## config.mk

```make
export PLATFORM = sky130hd
export DESIGN_NAME = lz_normalizer_flat
export DESIGN_NICKNAME = d
export VERILOG_FILES = /design/src/rtl/lz_normalizer_if.sv /design/src/rtl/lz_normalizer.sv /design/src/flat_wrapper.sv
export SDC_FILE = /design/constraint.sdc
export NUM_CORES = 1
export LEC_CHECK = 0
export BUFFER_PORTS_ARGS = -buffer_cell sky130_fd_sc_hd__buf_2
export CORE_MARGIN = 2
export CORE_UTILIZATION = 40
export CTS_CLUSTER_SIZE = 12
export DETAILED_ROUTE_END_ITERATION = 6
export SYNTH_ARGS = -nofsm -noshare
export SYNTH_HDL_FRONTEND = slang
export SYNTH_SLANG_ARGS = --single-unit
export TNS_END_PERCENT = 20
```

## constraint.sdc

```tcl
create_clock -name clk -period 3.8 [get_ports clk]
set_input_delay 0.38 -clock clk [delete_from_list [all_inputs] [get_ports clk]]
set_output_delay 0.38 -clock clk [all_outputs]
set_load 0.02 [all_outputs]
```

## src/rtl/lz_normalizer_if.sv

```systemverilog
// Handshake bundle for lz_normalizer: an input word stream and a normalized result stream.
interface lz_normalizer_if #(
    parameter int WIDTH = 32
);
    localparam int SW = $clog2(WIDTH + 1);

    logic             in_valid;
    logic             in_ready;
    logic [WIDTH-1:0] in_data;
    logic             out_valid;
    logic             out_ready;
    logic [WIDTH-1:0] out_data;
    logic [SW-1:0]    out_shift;
    logic             out_zero;

    modport master (
        output in_valid, in_data, out_ready,
        input  in_ready, out_valid, out_data, out_shift, out_zero
    );

    modport slave (
        input  in_valid, in_data, out_ready,
        output in_ready, out_valid, out_data, out_shift, out_zero
    );
endinterface

```

## src/rtl/lz_normalizer.sv

```systemverilog
// Multi-cycle leading-zero normalizer: scans one CHUNK-bit slice per cycle from the MSB,
// then barrel-shifts the word left so its MSB is 1 (or reports an all-zero word).
module lz_normalizer #(
    parameter int WIDTH = 32,
    parameter int CHUNK = 8
) (
    input  logic           clk,
    input  logic           rst,
    lz_normalizer_if.slave bus
);
    localparam int SW     = $clog2(WIDTH + 1);
    localparam int NCHUNK = WIDTH / CHUNK;
    localparam int IW     = (NCHUNK > 1) ? $clog2(NCHUNK) : 1;
    localparam int CW     = (CHUNK > 1) ? $clog2(CHUNK) : 1;

    typedef enum logic [1:0] {
        IDLE,
        SCAN,
        SHIFT,
        DONE
    } state_t;

    state_t           state;
    logic [WIDTH-1:0] work;
    logic [SW-1:0]    count;
    logic [IW-1:0]    idx;
    logic             in_ready_q;
    logic             out_valid_q;
    logic             out_zero_q;

    logic [CHUNK-1:0] slice;
    logic [CW-1:0]    slice_lz;
    logic             slice_nz;
    logic             last_slice;

    // NOTE: every output of this block gets a default first, so no latch can be inferred.
    always_comb begin
        slice      = work[WIDTH-1-int'(idx)*CHUNK -: CHUNK];
        slice_nz   = |slice;
        last_slice = (idx == IW'(NCHUNK - 1));
        slice_lz   = '0;
        // Ascending scan: the highest set bit writes last and wins.
        for (int i = 0; i < CHUNK; i++) begin
            if (slice[i]) slice_lz = CW'(CHUNK - 1 - i);
        end
    end

    // NOTE: all state is updated with non-blocking assignments so every register sees
    // the pre-edge values of its peers, independent of statement order.
    always_ff @(posedge clk) begin
        if (rst) begin
            state       <= IDLE;
            work        <= '0;
            count       <= '0;
            idx         <= '0;
            in_ready_q  <= 1'b1;
            out_valid_q <= 1'b0;
            out_zero_q  <= 1'b0;
        end else begin
            case (state)
                IDLE: begin
                    if (bus.in_valid) begin
                        work       <= bus.in_data;
                        count      <= '0;
                        idx        <= '0;
                        out_zero_q <= 1'b0;
                        in_ready_q <= 1'b0;
                        state      <= SCAN;
                    end
                end
                SCAN: begin
                    if (slice_nz) begin
                        count <= count + SW'(slice_lz);
                        state <= SHIFT;
                    end else if (last_slice) begin
                        count       <= SW'(WIDTH);
                        out_zero_q  <= 1'b1;
                        work        <= '0;
                        out_valid_q <= 1'b1;
                        state       <= DONE;
                    end else begin
                        count <= count + SW'(CHUNK);
                        idx   <= idx + IW'(1);
                    end
                end
                SHIFT: begin
                    work        <= work << count;
                    out_valid_q <= 1'b1;
                    state       <= DONE;
                end
                DONE: begin
                    if (bus.out_ready) begin
                        out_valid_q <= 1'b0;
                        in_ready_q  <= 1'b1;
                        state       <= IDLE;
                    end
                end
                default: state <= IDLE;
            endcase
        end
    end

    assign bus.in_ready  = in_ready_q;
    assign bus.out_valid = out_valid_q;
    assign bus.out_data  = work;
    assign bus.out_shift = count;
    assign bus.out_zero  = out_zero_q;
endmodule

```

## src/flat_wrapper.sv

```systemverilog
// flat-port wrapper written by rule: the top's interface ports become plain ports
module lz_normalizer_flat 
#(
    parameter int WIDTH = 32,
    parameter int CHUNK = 8
)
  (clk, rst, bus_in_valid, bus_in_data, bus_out_ready, bus_in_ready, bus_out_valid, bus_out_data, bus_out_shift, bus_out_zero);
  lz_normalizer_if #(.WIDTH(WIDTH)) bus_i ();
  input  logic clk;
  input  logic rst;
  input wire logic [$bits(bus_i.in_valid)-1:0] bus_in_valid;
  input wire logic [$bits(bus_i.in_data)-1:0] bus_in_data;
  input wire logic [$bits(bus_i.out_ready)-1:0] bus_out_ready;
  output wire logic [$bits(bus_i.in_ready)-1:0] bus_in_ready;
  output wire logic [$bits(bus_i.out_valid)-1:0] bus_out_valid;
  output wire logic [$bits(bus_i.out_data)-1:0] bus_out_data;
  output wire logic [$bits(bus_i.out_shift)-1:0] bus_out_shift;
  output wire logic [$bits(bus_i.out_zero)-1:0] bus_out_zero;
  assign bus_i.in_valid = bus_in_valid;
  assign bus_i.in_data = bus_in_data;
  assign bus_i.out_ready = bus_out_ready;
  assign bus_in_ready = bus_i.in_ready;
  assign bus_out_valid = bus_i.out_valid;
  assign bus_out_data = bus_i.out_data;
  assign bus_out_shift = bus_i.out_shift;
  assign bus_out_zero = bus_i.out_zero;
  lz_normalizer #(.WIDTH(WIDTH), .CHUNK(CHUNK)) u_core (.clk(clk), .rst(rst), .bus(bus_i));
endmodule
```

==> impl_metrics.ini <==
[die]
start_util = 0.412
die_y_um = 107
pin_count = 77
num_rows = 37
die_w_um = 107
dieArea_um2 = 11500
core_area_um2 = 10300

[cells_and_area]
drive_above_1_share = 0.353
syn2layout_area_growth_pct = 13.3
antenna_cells = 0
ff_latch_area_um2 = 903
nets = 546
multiInputGateArea_um2 = 3100
nFillCells = 971

[detailed_routing]
num_vias = 4236
wl_um = 15000
wl_per_cell_um = 23.6
drt-initial-drc-count = 486
vias_per_cell = 6.68
ant_nets = 0
drc = 0
drt-pass1-iter-count = 5

[setup_path]
path_max_fanout = 11
slowest_stage = dfxtp_1
startpoint = u_core.idx[0]
reg2reg_depth = 10
r2r_start = u_core.idx[0]
endpoint_kind = flip-flop
crit_chain = mux4_2, nor3_1, nor3_1, nor3_1, ha_1, a21o_1, a21oi_1, o21ai_4, a211oi_1, a2111oi_2
critical-path-max-stage-delay_ps = 660
crit_top_cell = nor3_1
critPathRequiredTime_ps = 3940
critical_path_class = reg -> reg
cp-start-kind = flip-flop
worst_ep_arrival_time_ps = 3390

[cts]
root_buffer = clkbuf_8
cts_buffers = 5
holdBufCountCts = 0
cts_tree = done
clk_pin_slew_ps = 100
post_cts_buffers = 0
cts.sinks = 45
clk_latency_ps = 310
clock_tree.buffer_depth = 2
cts_resized = 0
htree_num_levels = 2

[min_path]
hold_path_depth = 3
min_path_type = in -> reg
hold_start = bus_in_data[12]

[run]
cap_violations = 0

[global_routing]
first_global_vias = 3944
antenna_found_initial = 0
track_usage = 0.262
grt.overflow.total = 0
grt_pass1_wl_um = 23100
grt_max_degree = 46

[logic_synthesis]
synth_area_per_cell_um2 = 9.61
synth_edf_count = 0
synth_top_area_share = 0.212
ys.flop_type = dfxtp_1
ys_seq_area_frac = 0.212
netlist_instances = 443
synthesis.area_um2 = 4260
async_reset_ff_frac = 0
synth.top_cells.by_area = dfxtp_1 21%, mux4_2 21%, mux2i_1 8.0%
ys_ff_latch = 45
synth_cell_type_count = 60
synth_nets = 491
synth_common_cells = 55 x a21oi_1, 45 x dfxtp_1, 39 x mux4_2, 34 x mux2i_1, 30 x nand2_1
yosysMostFrequentCell = a21oi_1
synth_top_area_cell = dfxtp_1
yosysWarnings = 0

[power]
p_leak_nw = 1.80
vdd_drop_max_mv = 0.289
power.density_nw_per_um2 = 872

[placement]
routabilityCongestion = 0.920
io_buffer_count = 76
dp_hpwl_um = 10500
dp_worst_setup_slack_ps = 582

[timing]
hold_viol_final = 0
min_period_ps = 3250
setup_ws_ps = 550
setup_tns_ps = 0
finalCritPeriodShare = 0.855
skew_ps = 15.2
report.final.setup_viol = 0
maxSlewViolCount = 0
worstMarginPinSlew_ps = 1180
rsz0062_at_grt = false
fmax_mhz = 308
relSlewSlack = 0.213

[outcome]
status = completed
==> cell usage in the layout, fill, tap and decap left out, types with 2 or more instances in the layout <==
cell	n
buf_2	76
a21oi_1	55
dfxtp_1	43
mux4_2	39
mux2i_1	34
nand2_1	30
a211oi_2	25
nor2_1	19
nor3_1	17
inv_1	13
buf_4	12
ha_1	11
o22ai_1	10
o21ai_0	9
a22oi_1	8
nand2b_1	7
a211oi_1	6
a2111oi_0	6
clkbuf_8	5
a221oi_1	4
nand3_1	4
nor2b_1	4
o221ai_1	4
a21o_1	4
a31oi_1	3
a32oi_1	3
nand4_1	3
nor4_2	2
or4_1	2
or2_2	2
nor4_1	2
or3_1	2
o21a_1	2
dfxtp_2	2
==> power by group <==
group | total, mW | leakage (nW) | switching [mW] | internal, mW
Sequential | 1.00 | 0.372 | 0.375 | 0.629
Clock | 0.379 | 0.0540 | 0.187 | 0.192
Combinational | 2.82 | 1.38 | 1.67 | 1.15
==> per-stage QoR <==
step / std cells / hold WS [ps] / util / power (mW) / instance area, um^2
floorplan: 443 / 515 / - / 2.97 / 4260
global placement: 627 / 460 / 0.457 / 3.74 / 4720
detailed placement: 627 / 478 / 0.457 / 3.78 / 4720
CTS: 634 / 329 / 0.467 / 4.15 / 4820
global route: 634 / 337 / 0.467 / 4.46 / 4820
finish: 634 / 334 / 0.467 / 4.20 / 4820
==> cells by family (layout without fill, tap and decap cells) <==
logic type	Yosys count	in the layout	share of synthesized area
AOI/OAI and AO/OA	152	152	0.271
xor gates and xnor gates	1	1	0.00206
adders and majority gates	12	12	0.0370
buffers and inverters	55	110	0.0614
DFF	45	45	0.212
muxes	74	74	0.289
and+or+nand+nor	104	104	0.128
==> final timing paths <==
check	to	slack, ps
setup / recovery	u_core.bus.out_shift[5]	550
hold / removal	u_core.bus.out_data[12]	330
setup reg to reg	u_core.bus.out_shift[5]	550
hold reg to reg	u_core.bus.out_valid	490
==> area by class of cell <==
type,instances,share of cell area
multi-input cells,343,0.643
flip-flops and latches,45,0.187
repair buffers,89,0.102
well taps,136,0.0353
clock buffers,5,0.0143
inverters,14,0.0109
clock inverters,2,0.00726
==> registers in the layout (all words and copies together), names as in the netlist <==
signal and count:
u_core.idx 2, u_core.bus.out_shift 6, u_core.bus.out_valid 1, u_core.bus.out_data 32, u_core.bus.out_zero 1, u_core.state 2, u_core.bus.in_ready 1
==> worst max-delay path, delay by kind of cell (launching register included) <==
kind | cells | cell delay (ps)
compound gates | 5 | 900
fa+ha+maj | 1 | 300
flops | 1 | 660
mux | 1 | 620
simple gates | 3 | 600
==> routing by layer <==
metal / GRT usage / share of wire / vias up
met5: 0 / 0 / -
met4: 0.0622 / 0.019 / 0
met3: 0.0565 / 0.10 / 25
met2: 0.396 / 0.46 / 248
met1: 0.380 / 0.42 / 2096
li1: - / - / 1867
Power figures use the tool's default switching activity.
